--- config.mk ---
export PLATFORM = sky130hd
export DESIGN_NAME = ring_inject_queue_flat
export DESIGN_NICKNAME = d
export VERILOG_FILES = /design/src/rtl/ring_inject_queue_pkg.sv /design/src/rtl/ring_inject_queue_if.sv /design/src/rtl/ring_packet_fifo_storage.sv /design/src/rtl/ring_inject_queue.sv /design/src/flat_wrapper.sv
export SDC_FILE = /design/constraint.sdc
export NUM_CORES = 1
export LEC_CHECK = 0
export ABC_AREA = 1
export CORE_MARGIN = 4
export CORE_UTILIZATION = 25
export DETAILED_ROUTE_END_ITERATION = 8
export RECOVER_POWER = 100
export REMOVE_ABC_BUFFERS = 1
export SLEW_MARGIN = 20
export SYNTH_ARGS = -nofsm -noshare
export SYNTH_HDL_FRONTEND = slang
export SYNTH_SLANG_ARGS = --single-unit
--- constraint.sdc ---
create_clock -name clk -period 5.1 [get_ports clk]
set_input_delay 1.02 -clock clk [delete_from_list [all_inputs] [get_ports clk]]
set_output_delay 1.02 -clock clk [all_outputs]
set_load 0.02 [all_outputs]
--- src/rtl/ring_inject_queue_pkg.sv ---
// Shared ring packet definitions and helpers for the ring_inject_queue slice.
// The packet layout here is common to every ring producer and consumer.
package ring_inject_queue_pkg;

  localparam int RING_NUM_STOPS                  = 5;
  localparam int RING_INJECT_QUEUE_DEFAULT_DEPTH = 4;

  typedef enum logic [1:0] {
    RING_PACKET_KIND_NONE     = 2'd0,
    RING_PACKET_KIND_MEM_REQ  = 2'd1,
    RING_PACKET_KIND_MEM_RESP = 2'd2,
    RING_PACKET_KIND_IPI      = 2'd3
  } RING_PACKET_KIND;

  typedef struct packed {
    logic                      valid;
    RING_PACKET_KIND           kind;
    logic [7:0]                sender_id;
    logic [RING_NUM_STOPS-1:0] dest_vector;
    logic [31:0]               ipi_reason;
  } ring_packet;

  // A packet with no valid bit or no destination would circulate forever.
  function automatic logic ring_packet_deliverable(input ring_packet pkt);
    return pkt.valid && (|pkt.dest_vector);
  endfunction

endpackage

--- src/rtl/ring_inject_queue_if.sv ---
// Producer/consumer handshake bundle for ring_inject_queue.
// master = producer plus ring-stop side, slave = the queue itself.
interface ring_inject_queue_if
  import ring_inject_queue_pkg::*;
#(
  parameter int DEPTH = RING_INJECT_QUEUE_DEFAULT_DEPTH
) ();

  logic                   in_valid;
  ring_packet             in_packet;
  logic                   in_ready;
  logic                   out_issue;
  ring_packet             out_packet;
  logic                   out_accept;
  logic [$clog2(DEPTH):0] occupancy;

  modport master (
    output in_valid, in_packet, out_accept,
    input  in_ready, out_issue, out_packet, occupancy
  );

  modport slave (
    input  in_valid, in_packet, out_accept,
    output in_ready, out_issue, out_packet, occupancy
  );

endinterface

--- src/rtl/ring_packet_fifo_storage.sv ---
// DEPTH-entry ring_packet register array: one synchronous write port and one
// asynchronous read port. Pointer and occupancy bookkeeping live in the parent.
module ring_packet_fifo_storage
  import ring_inject_queue_pkg::*;
#(
  parameter int DEPTH = RING_INJECT_QUEUE_DEFAULT_DEPTH
) (
  input  logic                     clk,
  input  logic                     we,
  input  logic [$clog2(DEPTH)-1:0] waddr,
  input  ring_packet               wdata,
  input  logic [$clog2(DEPTH)-1:0] raddr,
  output ring_packet               rdata
);

  ring_packet mem [DEPTH];

  // NOTE: the array has no reset; the parent masks the read data whenever the queue is empty, so stale contents are never observed.
  always_ff @(posedge clk) begin
    if (we) begin
      mem[waddr] <= wdata;
    end
  end

  assign rdata = mem[raddr];

endmodule

--- src/rtl/ring_inject_queue.sv ---
// Elastic FIFO in front of a ring_stop injector; drops undeliverable packets.
// Optional statistics ports are built when RING_INJECT_QUEUE_STATS_EN is defined.
module ring_inject_queue
  import ring_inject_queue_pkg::*;
#(
  parameter int DEPTH          = RING_INJECT_QUEUE_DEFAULT_DEPTH,
  parameter int NUM_RING_STOPS = RING_NUM_STOPS
) (
  input  logic                   clk,
  input  logic                   reset,
  ring_inject_queue_if.slave     bus
`ifdef RING_INJECT_QUEUE_STATS_EN
  ,
  output logic [$clog2(DEPTH):0] stat_high_water,
  output logic [31:0]            stat_stall_cycles,
  output logic [15:0]            stat_discards
`endif
);

  localparam int AW = $clog2(DEPTH);
  localparam int CW = AW + 1;

  logic [AW-1:0] wr_ptr;
  logic [AW-1:0] rd_ptr;
  logic [CW-1:0] count;
  logic [CW-1:0] count_next;
  logic          ready_q;

  logic          push;
  logic          store;
  logic          pop;
  logic          deliverable;

  logic [RING_NUM_STOPS-1:0] dest_mask;
  ring_packet                in_masked;
  ring_packet                head;

  // Only the first NUM_RING_STOPS destination bits name real stops.
  always_comb begin
    dest_mask = '0;
    for (int i = 0; i < RING_NUM_STOPS; i++) begin
      dest_mask[i] = (i < NUM_RING_STOPS);
    end
    in_masked             = bus.in_packet;
    in_masked.dest_vector = bus.in_packet.dest_vector & dest_mask;
  end

  // NOTE: next-state logic is purely combinational with a default for every output, so no latch is inferred.
  always_comb begin
    deliverable = ring_packet_deliverable(in_masked);
    push        = bus.in_valid && ready_q;
    store       = push && deliverable;
    pop         = (count != '0) && bus.out_accept;
    count_next  = count;
    case ({store, pop})
      2'b10:   count_next = count + 1'b1;
      2'b01:   count_next = count - 1'b1;
      default: count_next = count;
    endcase
  end

  // in_ready is registered from the next count so out_accept never reaches it combinationally.
  // NOTE: all state uses non-blocking assignments so every register sees pre-edge values.
  always_ff @(posedge clk) begin
    if (reset) begin
      wr_ptr  <= '0;
      rd_ptr  <= '0;
      count   <= '0;
      ready_q <= 1'b0;
    end else begin
      if (store) begin
        wr_ptr <= wr_ptr + 1'b1;
      end
      if (pop) begin
        rd_ptr <= rd_ptr + 1'b1;
      end
      count   <= count_next;
      ready_q <= (count_next != CW'(DEPTH));
    end
  end

  ring_packet_fifo_storage #(
    .DEPTH (DEPTH)
  ) u_storage (
    .clk   (clk),
    .we    (store),
    .waddr (wr_ptr),
    .wdata (bus.in_packet),
    .raddr (rd_ptr),
    .rdata (head)
  );

  assign bus.in_ready   = ready_q;
  assign bus.out_issue  = (count != '0);
  assign bus.out_packet = (count != '0) ? head : '0;
  assign bus.occupancy  = count;

`ifdef RING_INJECT_QUEUE_STATS_EN
  logic discard;
  assign discard = push && !deliverable;

  always_ff @(posedge clk) begin
    if (reset) begin
      stat_high_water   <= '0;
      stat_stall_cycles <= '0;
      stat_discards     <= '0;
    end else begin
      if (count_next > stat_high_water) begin
        stat_high_water <= count_next;
      end
      if (bus.in_valid && !ready_q && (stat_stall_cycles != 32'hFFFF_FFFF)) begin
        stat_stall_cycles <= stat_stall_cycles + 32'd1;
      end
      if (discard && (stat_discards != 16'hFFFF)) begin
        stat_discards <= stat_discards + 16'd1;
      end
    end
  end
`endif

endmodule
--- src/flat_wrapper.sv ---
// flat-port wrapper written by rule: the top's interface ports become plain ports
module ring_inject_queue_flat import ring_inject_queue_pkg::*;
#(
  parameter int DEPTH          = RING_INJECT_QUEUE_DEFAULT_DEPTH,
  parameter int NUM_RING_STOPS = RING_NUM_STOPS
)
  (clk, reset, bus_in_valid, bus_in_packet, bus_out_accept, bus_in_ready, bus_out_issue, bus_out_packet, bus_occupancy);
  ring_inject_queue_if #(.DEPTH(DEPTH)) bus_i ();
  input  logic clk;
  input  logic reset;
  input wire logic [$bits(bus_i.in_valid)-1:0] bus_in_valid;
  input wire logic [$bits(bus_i.in_packet)-1:0] bus_in_packet;
  input wire logic [$bits(bus_i.out_accept)-1:0] bus_out_accept;
  output wire logic [$bits(bus_i.in_ready)-1:0] bus_in_ready;
  output wire logic [$bits(bus_i.out_issue)-1:0] bus_out_issue;
  output wire logic [$bits(bus_i.out_packet)-1:0] bus_out_packet;
  output wire logic [$bits(bus_i.occupancy)-1:0] bus_occupancy;
  assign bus_i.in_valid = bus_in_valid;
  assign bus_i.in_packet = bus_in_packet;
  assign bus_i.out_accept = bus_out_accept;
  assign bus_in_ready = bus_i.in_ready;
  assign bus_out_issue = bus_i.out_issue;
  assign bus_out_packet = bus_i.out_packet;
  assign bus_occupancy = bus_i.occupancy;
  ring_inject_queue #(.DEPTH(DEPTH), .NUM_RING_STOPS(NUM_RING_STOPS)) u_core (.clk(clk), .reset(reset), .bus(bus_i));
endmodule
==> results.json <==
{
  "status": "complete, but fails checks",
  "violations": "max-capacitance violations, max-slew violations",
  "avgSynthCellArea_um2": 12.4,
  "skew_ns": 0.0127,
  "setup_viol": 0,
  "dpl.hpwl_um": 10600,
  "max-cap-violations": 5,
  "cts_buffer_depth": 3,
  "grt_remaining_overflow": 0,
  "worst_slew_pin_slew_ns": 2.24,
  "antenna_found_initial": 2,
  "track_usage_pct": 10.4,
  "via_per_inst": 4.31,
  "peakVddDrop_v": 0.000239,
  "multiInputGateArea_um2": 1720,
  "initialDrtViolationCount": 289,
  "fillers": 3093,
  "layoutNonFillerInstCount": 1164,
  "grt_setup_unrepaired": "false",
  "cts_resized": 0,
  "die_h_um": 186,
  "yosysUniqueCellTypes": 23,
  "fin_setup_tns_ns": 0,
  "cts.sinks": 202,
  "netlist_instances": 639,
  "first_global_vias": 5018,
  "yosys_warnings": 0,
  "rows": 65,
  "io_buffers": 104,
  "async_flop_share_pct": 0,
  "holdBufCountCts": 0,
  "powerDensity_nw_per_um2": 480,
  "die_x_um": 186,
  "finalCritPeriodShare_pct": 84.4,
  "slew_viol_final": 188,
  "crit_fanout": 48,
  "io_pins": 105,
  "vias": 5013,
  "placed_cells": 1119,
  "cellLeakagePower_nw": 3.44,
  "hold_viol_final": 0,
  "cp.arrival_ns": 3.28,
  "syn-cell-area_um2": 7950,
  "wl_per_cell_um": 16.0,
  "start_kind": "flop",
  "detail-route-antenna-nets": 0,
  "syn2layout_area_growth_pct": 27.7,
  "clk_latency_ns": 0.51,
  "ys_seq_area_share_pct": 75.0,
  "synth_area_leaders": "edfxtp_1 72%, nor2_1 9.6%, o21ai_0 3.5%",
  "dr.pass1.iters": 5,
  "synth_top_area_share_pct": 72.5,
  "synth_edf_count": 192,
  "die_area_um2": 34700,
  "drc": 0,
  "post_cts_buffers": 0,
  "cts_buffers": 24,
  "max_freq_ghz": 0.232,
  "end_kind": "output port",
  "yosys_most_used_dff": "edfxtp_1",
  "synth.cells.most_frequent": "203 x nor2_1, 192 x edfxtp_1, 56 x o21ai_0",
  "ys_ff_latch": 202,
  "worst_ep_required_time_ns": 4.08,
  "cts_root_buffer": "clkbuf_16",
  "grt_max_degree": 55,
  "htreeDepth": 1,
  "routed_wl_um": 18600,
  "hold_path.class": "reg -> reg",
  "yosysMostFrequentCell": "nor2_1",
  "core_area_um2": 31500,
  "critPathKind": "reg -> out",
  "nets": 801,
  "gp_congestion": 0.721,
  "slew_headroom_pct": -49.6,
  "start_util_pct": 25.3,
  "cts_tree": "done",
  "finalCriticalPeriod_ns": 4.30,
  "clkTransAtPathRegs_ns": 0.05,
  "synth_top_area_cell": "edfxtp_1",
  "drive_gt1_share_pct": 7.23,
  "grt_pass1_wl_um": 28900,
  "regArea_um2": 5970
}
==> cell type report <==
cell class              count  share of cell area [%]
clock buffers              32                    6.42
clock inverters            12                   0.986
multi-input cells         381                    17.0
flip-flops and latches    202                    58.8
repair buffers            115                    11.1
diodes                      1                  0.0246
inverters                  19                   0.715
well taps                 402                    4.95
==> where the power goes <==
group / leakage (nW) / total, W / switching, W / internal [W]
combinational: 1.25 / 0.00136 / 0.000861 / 0.000499
sequential: 1.82 / 0.00191 / 0.0000525 / 0.00186
clock: 0.367 / 0.00161 / 0.000653 / 0.000954
total: 3.44 / 0.00488 / 0.00157 / 0.00331
==> layer usage <==
metal  vias up  track usage [%]  routed length (um)
met2       129             16.8                8520
met4         2             2.53                 293
met1      2399             14.0                8490
li1       2452                -                   -
met3        31             3.07                1320
met5         -                0                  13
==> flip-flops by register name, indices dropped and copies added (netlist names), named ones only <==
register and cells:
u_core.bus.in_ready 1, u_core.wr_ptr 2, u_core.u_storage.mem 192, u_core.bus.occupancy 3, u_core.rd_ptr 2
==> stage by stage <==
step | util, % | total power (W) | cell area (um2) | hold slack (ns) | worst slack [ns]
detailed placement | 29.9 | 0.00337 | 9420 | 0.480 | 1.54
finish | 32.3 | 0.00488 | 10200 | 0.484 | 0.796
global placement | 29.9 | 0.00336 | 9420 | 0.483 | 1.62
floorplan | - | 0.00265 | 7750 | 0.462 | 0.735
global route | 32.3 | 0.00515 | 10200 | 0.512 | 0.482
CTS | 32.3 | 0.00500 | 10200 | 0.489 | 1.23
==> critical path, stage by stage, from the launching register on <==
cell and delay, ns:
dfxtp_2 0.31, inv_1 1.42, nor2_1 0.13, o21ai_1 0.15, a21oi_1 0.10, dlygate4sd3_1 0.66
==> cell usage in the layout (no fill, tap or decap), types with 5 or more instances in the layout <==
cell	count
inv_1	15
clkbuf_1	7
o21ai_0	56
clkdlybuf4s50_1	34
clkinv_2	5
clkbuf_16	25
nand2_1	11
o21ai_1	41
nor2_1	201
edfxtp_1	192
a21oi_1	53
dlygate4sd3_1	70
buf_4	8
dfxtp_1	8
ha_1	5
==> final timing paths <==
| path | start | end | slack [ns] | cells past startpoint |
|---|---|---|---|---|
| min | u_core.rd_ptr[1] | flop | 0.48 | 2 |
| max reg2reg | u_core.bus.in_ready | u_core.u_storage.mem[1][15] | 1.99 | 4 |
| min reg2reg | u_core.rd_ptr[1] | flop | 0.48 | 2 |
| max | flop | bus_out_packet[28] | 0.80 | 5 |
==> logic make-up after synthesis <==
kind of cell    synth area share, %
xor+xnor                      0.220
buf+inv                        3.49
simple gates                   10.8
flops                          75.0
compound gates                 9.44
fa+ha+maj                      1.04
No activity file was read; power rests on OpenSTA's default activity.
